`src/rtl/amm_burst_master.sv`:
```
// Avalon-MM burst master: writes a seed+k incrementing pattern, or reads a burst back
// and checks it against the same pattern, reporting mismatch count and first bad address.
module amm_burst_master #(
  parameter int ADDR_W  = 32,
  parameter int DATA_W  = 32,
  parameter int BURST_W = 11
) (
  input  logic                  clk,
  input  logic                  rst_n,
  // command side
  input  logic                  cmd_valid_i,
  output logic                  cmd_ready_o,
  input  logic                  cmd_op_i,
  input  logic [ADDR_W-1:0]     cmd_addr_i,
  input  logic [BURST_W-1:0]    cmd_len_i,
  input  logic [DATA_W-1:0]     cmd_seed_i,
  output logic                  done_o,
  output logic                  err_o,
  output logic [15:0]           err_cnt_o,
  output logic [ADDR_W-1:0]     err_addr_o,
  // Avalon-MM master side
  output logic [ADDR_W-1:0]     address_o,
  output logic                  read_o,
  output logic                  write_o,
  output logic [DATA_W-1:0]     writedata_o,
  output logic [DATA_W/8-1:0]   byteenable_o,
  output logic [BURST_W-1:0]    burstcount_o,
  input  logic                  waitrequest_i,
  input  logic [DATA_W-1:0]     readdata_i,
  input  logic                  readdatavalid_i,
  // debug: current FSM state
  output logic [2:0]            state_o
);

  // Handshakes: a command transfers on a rising edge with cmd_valid_i && cmd_ready_o;
  // a bus beat/command transfers on a rising edge with (write_o || read_o) && !waitrequest_i;
  // a read beat is taken on any rising edge with readdatavalid_i while in S_RD_DATA.
  typedef enum logic [2:0] {
    S_IDLE    = 3'd0,
    S_WR      = 3'd1,
    S_RD_CMD  = 3'd2,
    S_RD_DATA = 3'd3,
    S_DONE    = 3'd4
  } state_t;

  state_t              state;
  logic [ADDR_W-1:0]   addr_q;
  logic [BURST_W-1:0]  len_q;
  logic [BURST_W-1:0]  beat;
  logic [DATA_W-1:0]   exp_q;
  logic                last_beat;

  assign state_o   = state;
  assign last_beat = (beat == len_q - BURST_W'(1));

  always_ff @(posedge clk or negedge rst_n) begin
    if (!rst_n) begin
      state        <= S_IDLE;
      cmd_ready_o  <= 1'b0;
      done_o       <= 1'b0;
      err_o        <= 1'b0;
      err_cnt_o    <= '0;
      err_addr_o   <= '0;
      address_o    <= '0;
      read_o       <= 1'b0;
      write_o      <= 1'b0;
      writedata_o  <= '0;
      byteenable_o <= '0;
      burstcount_o <= '0;
      addr_q       <= '0;
      len_q        <= '0;
      beat         <= '0;
      exp_q        <= '0;
    end else begin
      done_o <= 1'b0;
      case (state)
        S_IDLE: begin
          cmd_ready_o <= 1'b1;
          if (cmd_valid_i && cmd_ready_o) begin
            cmd_ready_o <= 1'b0;
            addr_q      <= cmd_addr_i;
            len_q       <= cmd_len_i;
            beat        <= '0;
            exp_q       <= cmd_seed_i;
            writedata_o <= cmd_seed_i;
            if (cmd_op_i) begin
              err_o      <= 1'b0;
              err_cnt_o  <= '0;
              err_addr_o <= '0;
            end
            if (cmd_len_i == '0) begin
              state  <= S_DONE;
              done_o <= 1'b1;
            end else begin
              address_o    <= cmd_addr_i;
              burstcount_o <= cmd_len_i;
              byteenable_o <= '1;
              if (cmd_op_i) begin
                state  <= S_RD_CMD;
                read_o <= 1'b1;
              end else begin
                state   <= S_WR;
                write_o <= 1'b1;
              end
            end
          end
        end

        S_WR: begin
          if (!waitrequest_i) begin
            if (last_beat) begin
              write_o      <= 1'b0;
              byteenable_o <= '0;
              state        <= S_DONE;
              done_o       <= 1'b1;
            end else begin
              beat        <= beat + BURST_W'(1);
              writedata_o <= writedata_o + DATA_W'(1);
            end
          end
        end

        S_RD_CMD: begin
          if (!waitrequest_i) begin
            read_o       <= 1'b0;
            byteenable_o <= '0;
            state        <= S_RD_DATA;
          end
        end

        S_RD_DATA: begin
          if (readdatavalid_i) begin
            if (readdata_i != exp_q) begin
              if (err_cnt_o != 16'hFFFF) err_cnt_o <= err_cnt_o + 16'd1;
              // only the first bad beat of the burst records its address
              if (!err_o) err_addr_o <= addr_q + ADDR_W'(beat);
              err_o <= 1'b1;
            end
            beat  <= beat + BURST_W'(1);
            exp_q <= exp_q + DATA_W'(1);
            if (last_beat) begin
              state  <= S_DONE;
              done_o <= 1'b1;
            end
          end
        end

        S_DONE: begin
          state       <= S_IDLE;
          cmd_ready_o <= 1'b1;
        end

        default: state <= S_IDLE;
      endcase
    end
  end

endmodule

```
`config.mk`:
```
export PLATFORM = sky130hd
export DESIGN_NAME = amm_burst_master
export DESIGN_NICKNAME = d
export VERILOG_FILES = /design/src/rtl/amm_burst_master.sv
export SDC_FILE = /design/constraint.sdc
export NUM_CORES = 1
export LEC_CHECK = 0
export ABC_AREA = 1
export CORE_MARGIN = 1
export CORE_UTILIZATION = 53
export CTS_CLUSTER_SIZE = 16
export DETAILED_ROUTE_END_ITERATION = 6
export HOLD_SLACK_MARGIN = 0.15
export PLACE_DENSITY_LB_ADDON = 0.1
export SLEW_MARGIN = 10
export SYNTH_ARGS = -nofsm -noshare
export SYNTH_HDL_FRONTEND = slang
export SYNTH_SLANG_ARGS = --single-unit
```
`constraint.sdc`:
```
create_clock -name clk -period 2.5 [get_ports clk]
set_input_delay 0.25 -clock clk [delete_from_list [all_inputs] [get_ports clk]]
set_output_delay 0.25 -clock clk [all_outputs]
set_load 0.05 [all_outputs]
```
### After elaboration in Yosys (flattened, before gate mapping)

Cells that the tools add are included.
Widths: inputs -> output; s select.

* reduce and logical (&&, ||, !) cells: 21
* $add $sub $neg: 6
* equality and inequality tests: 19
* muxes and demuxes: 61
* bitwise operators: 1

Operators by type and width (number)
* $mux 32: 9
* $pmux 32 s2: 3
* $mux 16: 5
* $add 32x1->32 const B: 2
* $mux 11: 4
* $pmux 11 s3: 1
* $add 32x11->32: 1
* $ne 32x32->1: 1
* $pmux 16 s2: 1
* $ne 2x2->1 const B: 12
* $reduce_and 6->1: 4
* $mux 4: 5
* $mux 1: 19
* $mux 3: 6
* $add 16x1->16 const B: 1
* $ne 16x16->1 const B: 1
* $reduce_and 5->1: 3
* $pmux 3 s4: 1
* $pmux 4 s3: 1
* $add 11x1->11 const B: 1
* $eq 11x11->1: 1
* $logic_not 11->1: 1
* $sub 11x1->11 const B: 1
* $pmux 1 s2: 4
* 13 further kinds: 20

* bits in registers: 221

### Logic depth before layout (Yosys ltp)

Gate-level depths: netlist (run 1).

* word-level depth: 5
* depth in mapped cells: 17

### Worst setup path before layout (run 1)

OpenSTA, ideal clock, no wires.

* kind: reg2reg
* from: reg writedata_o[0]
* to: reg writedata_o[22]
* required time: 2380 ps
* setup slack: 319 ps
* arrival: 2062 ps
* stages on the path, launching flop included: 14
* path buffers: 0
* period minus slack after synthesis: 2181 ps
* library setup time: 120 ps
* cell sequence: dfrtp_1 ha_1 nand3_1 inv_1 nand2_2 nor2_1 nand2_1 nor2_2 nand2_1 xnor2_1 nand2_1 nand2_1 nand3_1 nand2_1

* longest elaborated chain between the ends: 4

Ends and longest elaborated chain
* start: declaration: line 25 `output logic [DATA_W-1:0] writedata_o,`
* start signal: assignment: line 85 `writedata_o <= cmd_seed_i;`
* start signal: assignment: line 118 `writedata_o <= writedata_o + DATA_W'(1);`
* $add 32x1->32: line 118
* $mux 32: line 111 `if (last_beat) begin`
* $mux 32: line 110 `if (!waitrequest_i) begin`
* $pmux 32 s2: line 76 `case (state)`

No other way between the ends. The select of a mux whose other input is x is not followed.
A chain may end at the register's enable or synchronous reset.

### Worst setup path in the final report (run 1)

Ends and elaborated chain as after synthesis.

==> run summary, run 1 <==
TIMING
----------------------------------------------------------------------------------
Count of final hold-check violations                                             0
Final critical delay including setup and external delays                   2.34 ns
Crit share post-route                                                        93.6%
Top achievable clock speed                                                 427 MHz
Worst Max-Slew Pin Slew                                                   0.630 ns
RSZ-0062 raised after global routing                                            no
Setup slack after layout                                                  0.159 ns
TNS Setup                                                                     0 ns
Setup-violating endpoint count in the final report                               0
Skew final                                                               0.0140 ns
Tightest slew margin relative to the limit                                   58.0%
Count of final max-slew check failures                                           0

CRITICAL PATH
----------------------------------------------------------------------------------
Worst setup path startpoint                                           writedata_o[0]
R2R Setup Slk                                                              0.16 ns
Maximum net fanout on the critical path                                          5
Cell depth of the worst flop-to-flop path                                       13
Arrival time at the worst endpoint                                         2.80 ns
Critical path endpoint category                                           register
Req. time, crit path                                                       2.96 ns
Crit start category                                                       register
Critical Setup Path Class                                             register to register
Crit Reg-Reg Startpoint                                               writedata_o[0]

DETAILED ROUTING
----------------------------------------------------------------------------------
Topmost layer with routed signal wires                                        met4
Drt first-iter violations                                                    1,124
Post-detailed-route wirelength per cell                               16.2 microns
Length of routed met2 wiring                                               17.6 mm
Count of antenna-violating nets left after detailed routing                      0
Number of detailed-route iterations in the first pass                            7
Vias after detailed routing                                                 13,000
M1 wire length                                                             17.0 mm
Amount of wire on met3 after detailed routing                              3.22 mm
DRC viols                                                                        0
Final wirelength                                                           39.1 mm
Drt via density                                                               5.40

CTS
----------------------------------------------------------------------------------
Clock Sink Count                                                               218
Maximum buffer depth of the clock tree                                           3
CTS tree                                                                      done
Clock Latency Late Sink                                                    0.54 ns
Number of H-tree branching levels                                                1
Clk root buf                                                          sky130_fd_sc_hd__clkbuf_16
Num CTS Buffers                                                                 25
Setup bufs post-CTS                                                              0
Clock transition at path regs                                              0.06 ns

DIE
----------------------------------------------------------------------------------
Overall die width                                                      160 microns
Effective utilization at floorplan                                           54.1%
Std-Cell Core Area                                                    24,300 sq um
FP Rows                                                                         57
Ports                                                                          248
Die area                                                              25,500 sq um
Die height                                                             160 microns

PWR
----------------------------------------------------------------------------------
Relative contribution of combinational cells to total power                  12.1%
Maximum vdd ir drop                                                         512 uV
Sequential Power Share                                                       41.9%
Leak pwr                                                                   8.06 nW
Switching part of the total power                                            25.1%
Power density of the placed cells                                      522 nW/um^2
Net switching power of the design                                          2.22 mW
Portion of total power attributed to the clock network                       45.9%
Internal Pwr Total                                                         6.64 mW

PLACEMENT
----------------------------------------------------------------------------------
Routability-driven placement congestion ratio                                0.962
Count of buffers inserted at the top-level ports                               247
Post-detailed-placement half-perimeter wirelength                          29.1 mm
Worst slack after detailed placement                                      0.111 ns
Cell area after placement                                             16,000 sq um

YOSYS
----------------------------------------------------------------------------------
Synth Net Count                                                              1,957
Biggest area consumer among synthesized cells                         sky130_fd_sc_hd__dfrtp_1
Total of flip-flops plus latches after synthesis                               218
Count of unique library cells instantiated by Yosys                             44
Most used standard cell by instance count after synthesis             sky130_fd_sc_hd__nand2_1
Top-area cell type share of the netlist area                                 41.4%
Fraction of synthesis flops using an asynchronous set or reset pin            100%
Main synth FF type                                                    sky130_fd_sc_hd__dfrtp_1
Ranking of synthesized cells by area                                  sky130_fd_sc_hd__dfrtp_1 41%, sky130_fd_sc_hd__nand2_1 17%, sky130_fd_sc_hd__o21ai_0 6.2%
Number of flops mapped to enable cells by yosys                                  0
Cell area after synthesis                                             13,200 sq um
Post-synth top cells                                                  605 x sky130_fd_sc_hd__nand2_1, 218 x sky130_fd_sc_hd__dfrtp_1, 164 x sky130_fd_sc_hd__o21ai_0, 155 x sky130_fd_sc_hd__inv_1, 145 x sky130_fd_sc_hd__nand3_1
Post-synthesis area per instance                                        7.21 sq um
Gate count after technology mapping                                          1,827
Post-synthesis sequential area ratio                                         41.4%
Number of warnings reported in the yosys synthesis log                           0

RUN STATUS
----------------------------------------------------------------------------------
Result of the run                                                     complete, no violations

GRT
----------------------------------------------------------------------------------
Wire length of the first global-routing pass                               63.2 mm
Maximum number of pins on one net before global-route repair                    77
Via count of the first global-routing pass                                  12,200
Overflow after GRT                                                               0
Antenna violations before repair                                                 0
Overall track demand over capacity in global routing                         30.7%

FINAL LAYOUT
----------------------------------------------------------------------------------
Layout Area Growth over Synthesis                                            29.1%
Final std cell area, no fill                                          17,000 sq um
Share of final-layout standard cells stronger than drive strength 1          6.66%
Count of fill cells added during filler insertion                            2,064
Number of antenna repair diodes                                                  0
Post-layout net count                                                        2,200

MIN PATH
----------------------------------------------------------------------------------
Path category of the worst min-delay check                            primary input to asynchronous set/reset pin

FLOW RUN
----------------------------------------------------------------------------------
Count of max-cap constraint violations                                           0

-- registers in the layout, summed over array words and instances, names as in the netlist --
register / cells
addr_q: 32
address_o: 32
err_addr_o: 32
exp_q: 32
writedata_o: 32
err_cnt_o: 16
beat: 11
burstcount_o: 11
len_q: 11
state_o: 3
byteenable_o: 1
cmd_ready_o: 1
done_o: 1
err_o: 1
read_o: 1
write_o: 1
-- what timing repair did --
item / in CTS / in global routing
hold buffers: 1 / 0
endpoints found under the hold margin: 73 / 0
resized for setup: 0 / 6
endpoints found under the setup margin: 0 / 15
-- final cells by class --
class,count,area [sq um],share of cell area [%]
clock buffers,32,692,4.07
well taps,324,405,2.39
multi-input cells,1377,6770,39.8
clock inverters,13,223,1.31
flip-flops and latches,218,5460,32.1
inverters,166,628,3.70
repair buffers,282,2820,16.6
-- cells by family (layout without fill, tap and decap cells) --
kind of cell             count (synthesis)  in the layout  synth area share, %
XOR/XNOR                                99             99                 6.59
AND/OR/NAND/NOR                       1014           1014                 33.2
AO/OA/AOI/OAI                          247            247                 9.82
flip-flops                             218            218                 41.4
adder cells (fa/ha/maj)                 17             17                 1.67
buffers and inverters                  232            493                 7.34
-- power by group through the flow --
stage / clock network (mW) / logic (mW) / registers (mW)
finish: 4.07 / 1.07 / 3.72
global route: 4.26 / 1.17 / 3.73
CTS: 4.12 / 1.08 / 3.72
detailed placement: 0 / 1.07 / 3.78
global placement: 0 / 1.05 / 3.78
floorplan: 0 / 0.363 / 3.95
-- metal layers --
metal / GRT usage, % / vias to the layer above
met3: 5.27 / 92
met4: 10.4 / 0
met2: 48.6 / 526
met1: 42.7 / 6027
met5: 0 / -
li1: - / 6386
-- final timing paths --
kind	to
setup / recovery	writedata_o[22]
hold / removal	address_o[13]
setup reg to reg	writedata_o[22]
hold reg to reg	address_o[23]
max in group asynchronous	len_q[4]
min in group clk	addr_q[31]
-- critical path, cell delays in order, from the launching register on --
cell                      delay [ns]
sky130_fd_sc_hd__dfrtp_1        0.41
sky130_fd_sc_hd__ha_1           0.20
sky130_fd_sc_hd__nand3_1        0.24
sky130_fd_sc_hd__inv_1          0.19
sky130_fd_sc_hd__nand2_2        0.12
sky130_fd_sc_hd__nor2_1         0.19
sky130_fd_sc_hd__nand2_1        0.16
sky130_fd_sc_hd__nor2_2         0.20
sky130_fd_sc_hd__nand2_1        0.09
sky130_fd_sc_hd__xnor2_1        0.14
sky130_fd_sc_hd__nand2_1        0.06
sky130_fd_sc_hd__nand2_1        0.07
sky130_fd_sc_hd__nand3_1        0.09
sky130_fd_sc_hd__nand2_1        0.10
-- stage by stage --
stage / hold WS, ns / std cells / util, % / total power, mW
after global placement: 0.276 / 2366 / 66.0 / 4.83
after global routing: 0.314 / 2412 / 69.9 / 9.16
after CTS: 0.283 / 2412 / 69.8 / 8.92
after floorplan: -0.0456 / 1827 / - / 4.31
after detailed placement: 0.275 / 2366 / 66.0 / 4.85
final: 0.285 / 2412 / 69.9 / 8.86
-- cell usage in the layout, fill, tap and decap left out, types with 46 or more instances in the layout --
master and n:
sky130_fd_sc_hd__nor3_1 46, sky130_fd_sc_hd__nand2_1 604, sky130_fd_sc_hd__nand3_1 145, sky130_fd_sc_hd__clkdlybuf4s50_1 246, sky130_fd_sc_hd__o21ai_0 164, sky130_fd_sc_hd__inv_1 155, sky130_fd_sc_hd__xnor2_1 49, sky130_fd_sc_hd__xor2_1 50
sky130_fd_sc_hd__dfrtp_1 218, sky130_fd_sc_hd__nor2_1 121
Power figures use the tool's default switching activity.
==> run 2: changes to the inputs <==
Settings changed: SLEW_MARGIN 10 to default, TNS_END_PERCENT from default to 1.
==> run summary, run 2 (synthesis results as in run 1) <==
DIE
----------------------------------------------------------------------------------
Std-Cell Core Area                                                    24,300 sq um   unchanged
FP Rows                                                                         57   unchanged
Die height                                                             160 microns   unchanged
Overall die width                                                      160 microns   unchanged
Effective utilization at floorplan                                           54.1%   unchanged
Die area                                                              25,500 sq um   unchanged
Ports                                                                          248   unchanged

GRT
----------------------------------------------------------------------------------
M3 GR Usage                                                                  5.27%   unchanged
Wire length of the first global-routing pass                               63.2 mm   unchanged
Global-route met1 utilization                                                42.7%   unchanged
Maximum number of pins on one net before global-route repair                    77   unchanged
Overall track demand over capacity in global routing                         30.7%   unchanged
Overflow after GRT                                                               0   unchanged
Antenna violations before repair                                                 0   unchanged
Global-route met2 utilization                                                48.6%   unchanged
Most crowded layer after global routing                                       met2
Via count of the first global-routing pass                                  12,200   unchanged

PWR
----------------------------------------------------------------------------------
Total design power                                                         8.87 mW   about the same
Net switching power of the design                                          2.23 mW   +0.18%
Leak pwr                                                                   8.05 nW   about the same
Relative contribution of combinational cells to total power                  12.1%   about the same
Power density of the placed cells                                      522 nW/um^2   +0.11%
Maximum vdd ir drop                                                         512 uV   about the same
Internal Pwr Total                                                         6.64 mW   about the same
Portion of total power attributed to the clock network                       46.0%   about the same
Sequential Power Share                                                       41.9%   about the same
Switching part of the total power                                            25.1%   +0.037 points

TIMING
----------------------------------------------------------------------------------
Hold Slack                                                                0.288 ns   +0.00287 ns
Setup-violating endpoint count in the final report                               0   unchanged
Skew final                                                               0.0145 ns   +0.000509 ns
Count of final max-slew check failures                                           0   unchanged
Setup slack after layout                                                  0.126 ns   -0.0330 ns
Tightest slew margin relative to the limit                                   57.8%   -0.15 points
Crit share post-route                                                        94.9%   +1.3 points
Final critical delay including setup and external delays                   2.37 ns   +0.0330 ns
Count of final hold-check violations                                             0   unchanged
Top achievable clock speed                                                 421 MHz   -1.4%
Worst Max-Slew Pin Slew                                                   0.632 ns   +0.00225 ns
RSZ-0062 raised after global routing                                           yes
TNS Setup                                                                     0 ns   unchanged

CRITICAL PATH
----------------------------------------------------------------------------------
Crit start category                                                       register
Worst setup path startpoint                                               len_q[0]
Req. time, crit path                                                       2.96 ns   about the same
Arrival time at the worst endpoint                                         2.84 ns   +0.04 ns
Critical Setup Path Class                                             register to register
Critical path endpoint category                                           register
Maximum net fanout on the critical path                                         32   +27
Crit Reg-Reg Startpoint                                                   len_q[0]
R2R Setup Slk                                                              0.13 ns   -0.03 ns

PLACEMENT
----------------------------------------------------------------------------------
Worst slack after detailed placement                                      0.111 ns   unchanged
Count of buffers inserted at the top-level ports                               247   unchanged
Post-detailed-placement half-perimeter wirelength                          29.1 mm   unchanged
Total instance count after detailed placement                                2,366   unchanged
Routability-driven placement congestion ratio                                0.962   unchanged
Cell area after placement                                             16,000 sq um   unchanged

CTS
----------------------------------------------------------------------------------
CTS tree                                                                      done
Clock Latency Late Sink                                                    0.54 ns   about the same
Num CTS Buffers                                                                 25   unchanged
Clock transition at path regs                                              0.06 ns   about the same
Clock Sink Count                                                               218   unchanged
Maximum buffer depth of the clock tree                                           3   unchanged
Clk root buf                                                          sky130_fd_sc_hd__clkbuf_16
Number of H-tree branching levels                                                1   unchanged

FINAL LAYOUT
----------------------------------------------------------------------------------
Footprint of the multi-input gates                                      6760 sq um   -0.13%
Share of final-layout standard cells stronger than drive strength 1          6.66%   unchanged
Count of fill cells added during filler insertion                            2,065   +0.048%
Post-layout net count                                                        2,200   unchanged
Top library cells by usage in the layout, fill and taps aside         604 x sky130_fd_sc_hd__nand2_1, 246 x sky130_fd_sc_hd__clkdlybuf4s50_1, 218 x sky130_fd_sc_hd__dfrtp_1
Layout Area Growth over Synthesis                                            29.0%   about the same
Number of antenna repair diodes                                                  0   unchanged
Finished Core Util                                                           69.8%   about the same
Final std cell area, no fill                                          17,000 sq um   about the same
Post-layout instance count excluding filler cells                            2,412   unchanged
Commonest non-fill, non-tap cell in the layout                        sky130_fd_sc_hd__nand2_1
Sequential cell area                                                    5460 sq um   unchanged

DETAILED ROUTING
----------------------------------------------------------------------------------
Number of detailed-route iterations in the first pass                            6   -1
Drt first-iter violations                                                    1,168   +3.9%
Vias after detailed routing                                                 13,100   +0.33%
Post-detailed-route wirelength per cell                               16.3 microns   +0.22%
Count of antenna-violating nets left after detailed routing                      0   unchanged
DRC viols                                                                        0   unchanged
Drt via density                                                               5.42   +0.33%
Final wirelength                                                           39.2 mm   +0.22%

RUN STATUS
----------------------------------------------------------------------------------
Result of the run                                                     complete, no violations

MIN PATH
----------------------------------------------------------------------------------
Path category of the worst min-delay check                            primary input to asynchronous set/reset pin

FLOW RUN
----------------------------------------------------------------------------------
Count of max-cap constraint violations                                           0   unchanged

==> run 2: cell counts in the layout (fill, tap and decap cells not counted) <==
No cell type changed its count.
==> run 2: critical path: stages, from the launching register on <==
cell	delay, ns
sky130_fd_sc_hd__dfrtp_1	0.37
sky130_fd_sc_hd__inv_1	0.15
sky130_fd_sc_hd__ha_1	0.25
sky130_fd_sc_hd__inv_1	0.06
sky130_fd_sc_hd__nand2_1	0.08
sky130_fd_sc_hd__nand2_1	0.06
sky130_fd_sc_hd__nand2_1	0.05
sky130_fd_sc_hd__nand3_1	0.06
sky130_fd_sc_hd__nor2_1	0.09
sky130_fd_sc_hd__nand2_1	0.06
sky130_fd_sc_hd__nor2_1	0.17
sky130_fd_sc_hd__nand3_1	0.18
sky130_fd_sc_hd__nand2_2	0.13
sky130_fd_sc_hd__nand2_4	0.06
sky130_fd_sc_hd__nand2_4	0.30
sky130_fd_sc_hd__nand2_1	0.13
sky130_fd_sc_hd__nand2_1	0.08
==> run 2: layout make-up <==
| cell class | instances | area share (%) |
|---|---|---|
| clock buffers | 32 | 4.07 |
| well taps | 324 | 2.39 |
| inverters | 166 | 3.70 |
| flip-flops and latches | 218 | 32.1 |
| multi-input cells | 1377 | 39.8 |
| repair buffers | 282 | 16.6 |
| clock inverters | 13 | 1.31 |
==> run 2: power by group through the flow <==
stage / logic, mW / clock network (mW) / registers (mW)
floorplan: 0.363 / 0 / 3.95
global placement: 1.05 / 0 / 3.78
detailed placement: 1.07 / 0 / 3.78
CTS: 1.08 / 4.12 / 3.72
global route: 1.17 / 4.26 / 3.73
finish: 1.07 / 4.08 / 3.72
==> run 2: routing by layer <==
| metal | up-vias | part of all wire (%) |
|---|---|---|
| met2 | 567 | 45 |
| met5 | - | 0 |
| met4 | 0 | 3.5 |
| met1 | 6027 | 43 |
| met3 | 94 | 8.6 |
| li1 | 6386 | - |
==> run 2: final timing paths <==
kind,depth (start not counted),end
worst max-delay path,16,writedata_o[22]
worst min-delay path,2,address_o[13]
worst max register to register,16,writedata_o[22]
worst min register to register,2,address_o[23]
max in group asynchronous,3,len_q[4]
min in group clk,3,addr_q[31]
==> run 2: timing repair <==
item                                    in CTS  in global routing
endpoints found under the hold margin       73                  0
endpoints found under the setup margin       0                 15
hold buffers                                 1                  0
buffers inserted                             0                  0
resized for setup                            0                  4
==> run 3: changes to the inputs <==
Settings changed: ABC_AREA 1 to default, CORE_UTILIZATION 53 to 52.
==> run summary, run 3 <==
PLACEMENT
----------------------------------------------------------------------------------
Cell area after placement                                             15,100 sq um   -5.9%
Routability-driven placement congestion ratio                                0.915   -4.8%
Count of buffers inserted at the top-level ports                               247   unchanged
Post-detailed-placement half-perimeter wirelength                          25.4 mm   -13%

TIMING
----------------------------------------------------------------------------------
Count of final hold-check violations                                             0   unchanged
Hold Slack                                                                0.268 ns   -0.0203 ns
RSZ-0062 raised after global routing                                           yes
Tightest slew margin relative to the limit                                   55.4%   -2.4 points
Skew final                                                               0.0218 ns   +0.00736 ns
Setup slack after layout                                                 -0.314 ns   -0.441 ns
Crit share post-route                                                         113%   +18 points
Count of final max-slew check failures                                           0   unchanged
Final critical delay including setup and external delays                   2.81 ns   +0.441 ns
Top achievable clock speed                                                 355 MHz   -16%
Setup-violating endpoint count in the final report                              47   +47
Worst Max-Slew Pin Slew                                                   0.669 ns   +0.0366 ns
TNS Setup                                                                -11.09 ns   -11.09 ns

CTS
----------------------------------------------------------------------------------
Clock transition at path regs                                              0.06 ns   about the same
Num CTS Buffers                                                                 25   unchanged
Number of H-tree branching levels                                                1   unchanged
Clock Latency Late Sink                                                    0.54 ns   about the same
Clk root buf                                                          sky130_fd_sc_hd__clkbuf_16
Clock Sink Count                                                               218   unchanged
Maximum buffer depth of the clock tree                                           3   unchanged
CTS tree                                                                      done

DETAILED ROUTING
----------------------------------------------------------------------------------
Drt first-iter violations                                                      856   -27%
Drt via density                                                               5.93   +9.3%
Number of detailed-route iterations in the first pass                            7   +1
Vias after detailed routing                                                 11,500   -12%
Count of antenna-violating nets left after detailed routing                      0   unchanged
Final wirelength                                                           36.1 mm   -8.0%
DRC viols                                                                       18   +18
Post-detailed-route wirelength per cell                               18.7 microns   +15%

YOSYS
----------------------------------------------------------------------------------
Post-synthesis sequential area ratio                                         46.3%   +4.8 points
Cell area after synthesis                                             11,800 sq um   -10%
Post-synthesis area per instance                                        8.78 sq um   +22%
Most used standard cell by instance count after synthesis             sky130_fd_sc_hd__nand2_1
Biggest area consumer among synthesized cells                         sky130_fd_sc_hd__dfrtp_1
Fraction of synthesis flops using an asynchronous set or reset pin            100%   unchanged
Main synth FF type                                                    sky130_fd_sc_hd__dfrtp_1
Top-area cell type share of the netlist area                                 46.3%   +4.8 points
Synth Net Count                                                              1,472   -25%
Gate count after technology mapping                                          1,342   -27%
Ranking of synthesized cells by area                                  sky130_fd_sc_hd__dfrtp_1 46%, sky130_fd_sc_hd__nand2_1 8.9%, sky130_fd_sc_hd__o21ai_0 5.1%
Number of warnings reported in the yosys synthesis log                           0   unchanged
Post-synth top cells                                                  279 x sky130_fd_sc_hd__nand2_1, 218 x sky130_fd_sc_hd__dfrtp_1, 119 x sky130_fd_sc_hd__o21ai_0, 99 x sky130_fd_sc_hd__a21oi_1, 69 x sky130_fd_sc_hd__nor2_1
Number of flops mapped to enable cells by yosys                                  0   unchanged
Total of flip-flops plus latches after synthesis                               218   unchanged
Count of unique library cells instantiated by Yosys                             75   +70%

CRITICAL PATH
----------------------------------------------------------------------------------
Most repeated library cell on the critical path                       sky130_fd_sc_hd__buf_6
Crit path largest cell delay                                               0.42 ns   +0.05 ns
Maximum net fanout on the critical path                                          6   -81%
Req. time, crit path                                                       2.94 ns   -0.02 ns
WP buf/inv                                                                       4   +2
Critical-path cell list                                               inv_2, ha_4, or3b_4, buf_6, xnor2_1, a311o_1, and4_4, a311oi_4, buf_6, buf_8, o211ai_1, a22oi_2
Critical path endpoint category                                           register
Top delay family on crit path                                         compound AO/OA/AOI/OAI gates
Number of logic stages on the critical path including buffering                 12   -4
Critical Setup Path Class                                             register to register
Cell depth of the worst flop-to-flop path                                       12   -4
Slowest cell on crit path                                             sky130_fd_sc_hd__or3b_4
Crit start category                                                       register
Arrival time at the worst endpoint                                         3.26 ns   +0.42 ns

DIE
----------------------------------------------------------------------------------
Overall die width                                                      153 microns   -4.4%
Die height                                                             153 microns   -4.4%
Die area                                                              23,300 sq um   -8.6%
Effective utilization at floorplan                                           53.5%   -0.62 points
Ports                                                                          248   unchanged
Std-Cell Core Area                                                    22,000 sq um   -9.4%
FP Rows                                                                         54   -5.3%

RUN STATUS
----------------------------------------------------------------------------------
Violated checks                                                       DRC, setup timing
Result of the run                                                     finished, violations left

FINAL LAYOUT
----------------------------------------------------------------------------------
Commonest non-fill, non-tap cell in the layout                        sky130_fd_sc_hd__nand2_1
Sequential cell area                                                    5460 sq um   about the same
Number of antenna repair diodes                                                  0   unchanged
Footprint of the multi-input gates                                      6080 sq um   -10%
Share of final-layout standard cells stronger than drive strength 1          13.1%   +6.5 points
Top library cells by usage in the layout, fill and taps aside         278 x sky130_fd_sc_hd__nand2_1, 246 x sky130_fd_sc_hd__clkdlybuf4s50_1, 216 x sky130_fd_sc_hd__dfrtp_1
Count of fill cells added during filler insertion                            1,673   -19%
Final std cell area, no fill                                          16,200 sq um   -4.6%
Finished Core Util                                                           73.6%   +3.7 points
Post-layout net count                                                        1,765   -20%
Layout Area Growth over Synthesis                                            37.4%

GRT
----------------------------------------------------------------------------------
Via count of the first global-routing pass                                  11,300   -6.8%
Antenna violations before repair                                                 0   unchanged
Maximum number of pins on one net before global-route repair                    82   +6.5%
Overflow after GRT                                                               0   unchanged
Wire length of the first global-routing pass                               58.4 mm   -7.5%
Overall track demand over capacity in global routing                         30.9%   +0.22 points

PWR
----------------------------------------------------------------------------------
Leak pwr                                                                   6.89 nW   -14%
Power density of the placed cells                                     1150 nW/um^2   +120%
Maximum vdd ir drop                                                         756 uV   +48%

FLOW RUN
----------------------------------------------------------------------------------
Count of max-cap constraint violations                                           0   unchanged

MIN PATH
----------------------------------------------------------------------------------
Number of cells on the worst hold path                                           3
Path category of the worst min-delay check                            primary input to register

-- run 3: repair_timing --
action / in CTS / in global routing
gates resized for setup: 29 / 22
setup buffers: 5 / 0
hold buffers: 1 / 0
hold endpoints to repair: 78 / 0
cloned: 3 / 0
pin swaps: 17 / 4
endpoints found under the setup margin: 67 / 99
-- run 3: worst paths after layout --
path | start | to | slack (ns)
min | cmd_addr_i[0] | addr_q[0] | 0.27
max in group asynchronous | rst_n | len_q[7] | 1.48
min reg2reg | err_addr_o[10] | err_addr_o[10] | 0.48
min in group asynchronous | rst_n | err_cnt_o[8] | 0.28
max | len_q[1] | writedata_o[23] | -0.31
max reg2reg | len_q[1] | writedata_o[23] | -0.31
-- run 3: layout make-up --
cell class / count / share of cell area [%]
multi-input combinational: 1026 / 37.5
sequential: 218 / 33.7
timing repair buffer: 344 / 21.0
clock buffer: 36 / 4.36
tap: 280 / 2.16
clock inverter: 10 / 0.749
inverter: 20 / 0.463
-- run 3: where the power goes --
group	total [mW]	switching, mW	internal (mW)
logic	8.91	5.50	3.41
clock network	3.71	1.52	2.19
registers	5.96	1.23	4.73
total	18.6	8.25	10.3
-- run 3: kinds of logic (layout without fill, tap and decap cells) --
| kind of cell | Yosys count | count (layout) | share of synthesized area (%) |
|---|---|---|---|
| multiplexers | 33 | 33 | 3.14 |
| buffers and inverters | 98 | 410 | 3.58 |
| AND/OR/NAND/NOR | 533 | 533 | 20.5 |
| adder cells (fa/ha/maj) | 17 | 17 | 1.87 |
| XOR/XNOR | 78 | 78 | 5.79 |
| AO/OA/AOI/OAI | 365 | 365 | 18.8 |
| flip-flops | 218 | 218 | 46.3 |
-- run 3: through the flow --
step | power (mW) | std cells | setup slack, ns
2_1_floorplan | 11.4 | 1342 | -0.304
3_3_place_gp | 14.4 | 1879 | -0.388
3_5_place_dp | 14.6 | 1879 | -0.473
4_1_cts | 18.5 | 1934 | -0.348
5_1_grt | 19.6 | 1934 | -0.457
6_report | 18.6 | 1934 | -0.314
-- run 3: metal layers --
| layer | GRT usage, % | share of wire, % |
|---|---|---|
| met3 | 5.32 | 7.8 |
| met5 | 0 | 0 |
| met1 | 39.3 | 40 |
| met2 | 51.2 | 47 |
| met4 | 15.2 | 5.2 |
-- run 3: tightest hold or removal path, cell delays in order --
cell	delay (ns)
sky130_fd_sc_hd__clkdlybuf4s50_1	0.41
sky130_fd_sc_hd__nand2_1	0.06
sky130_fd_sc_hd__nand2_1	0.04
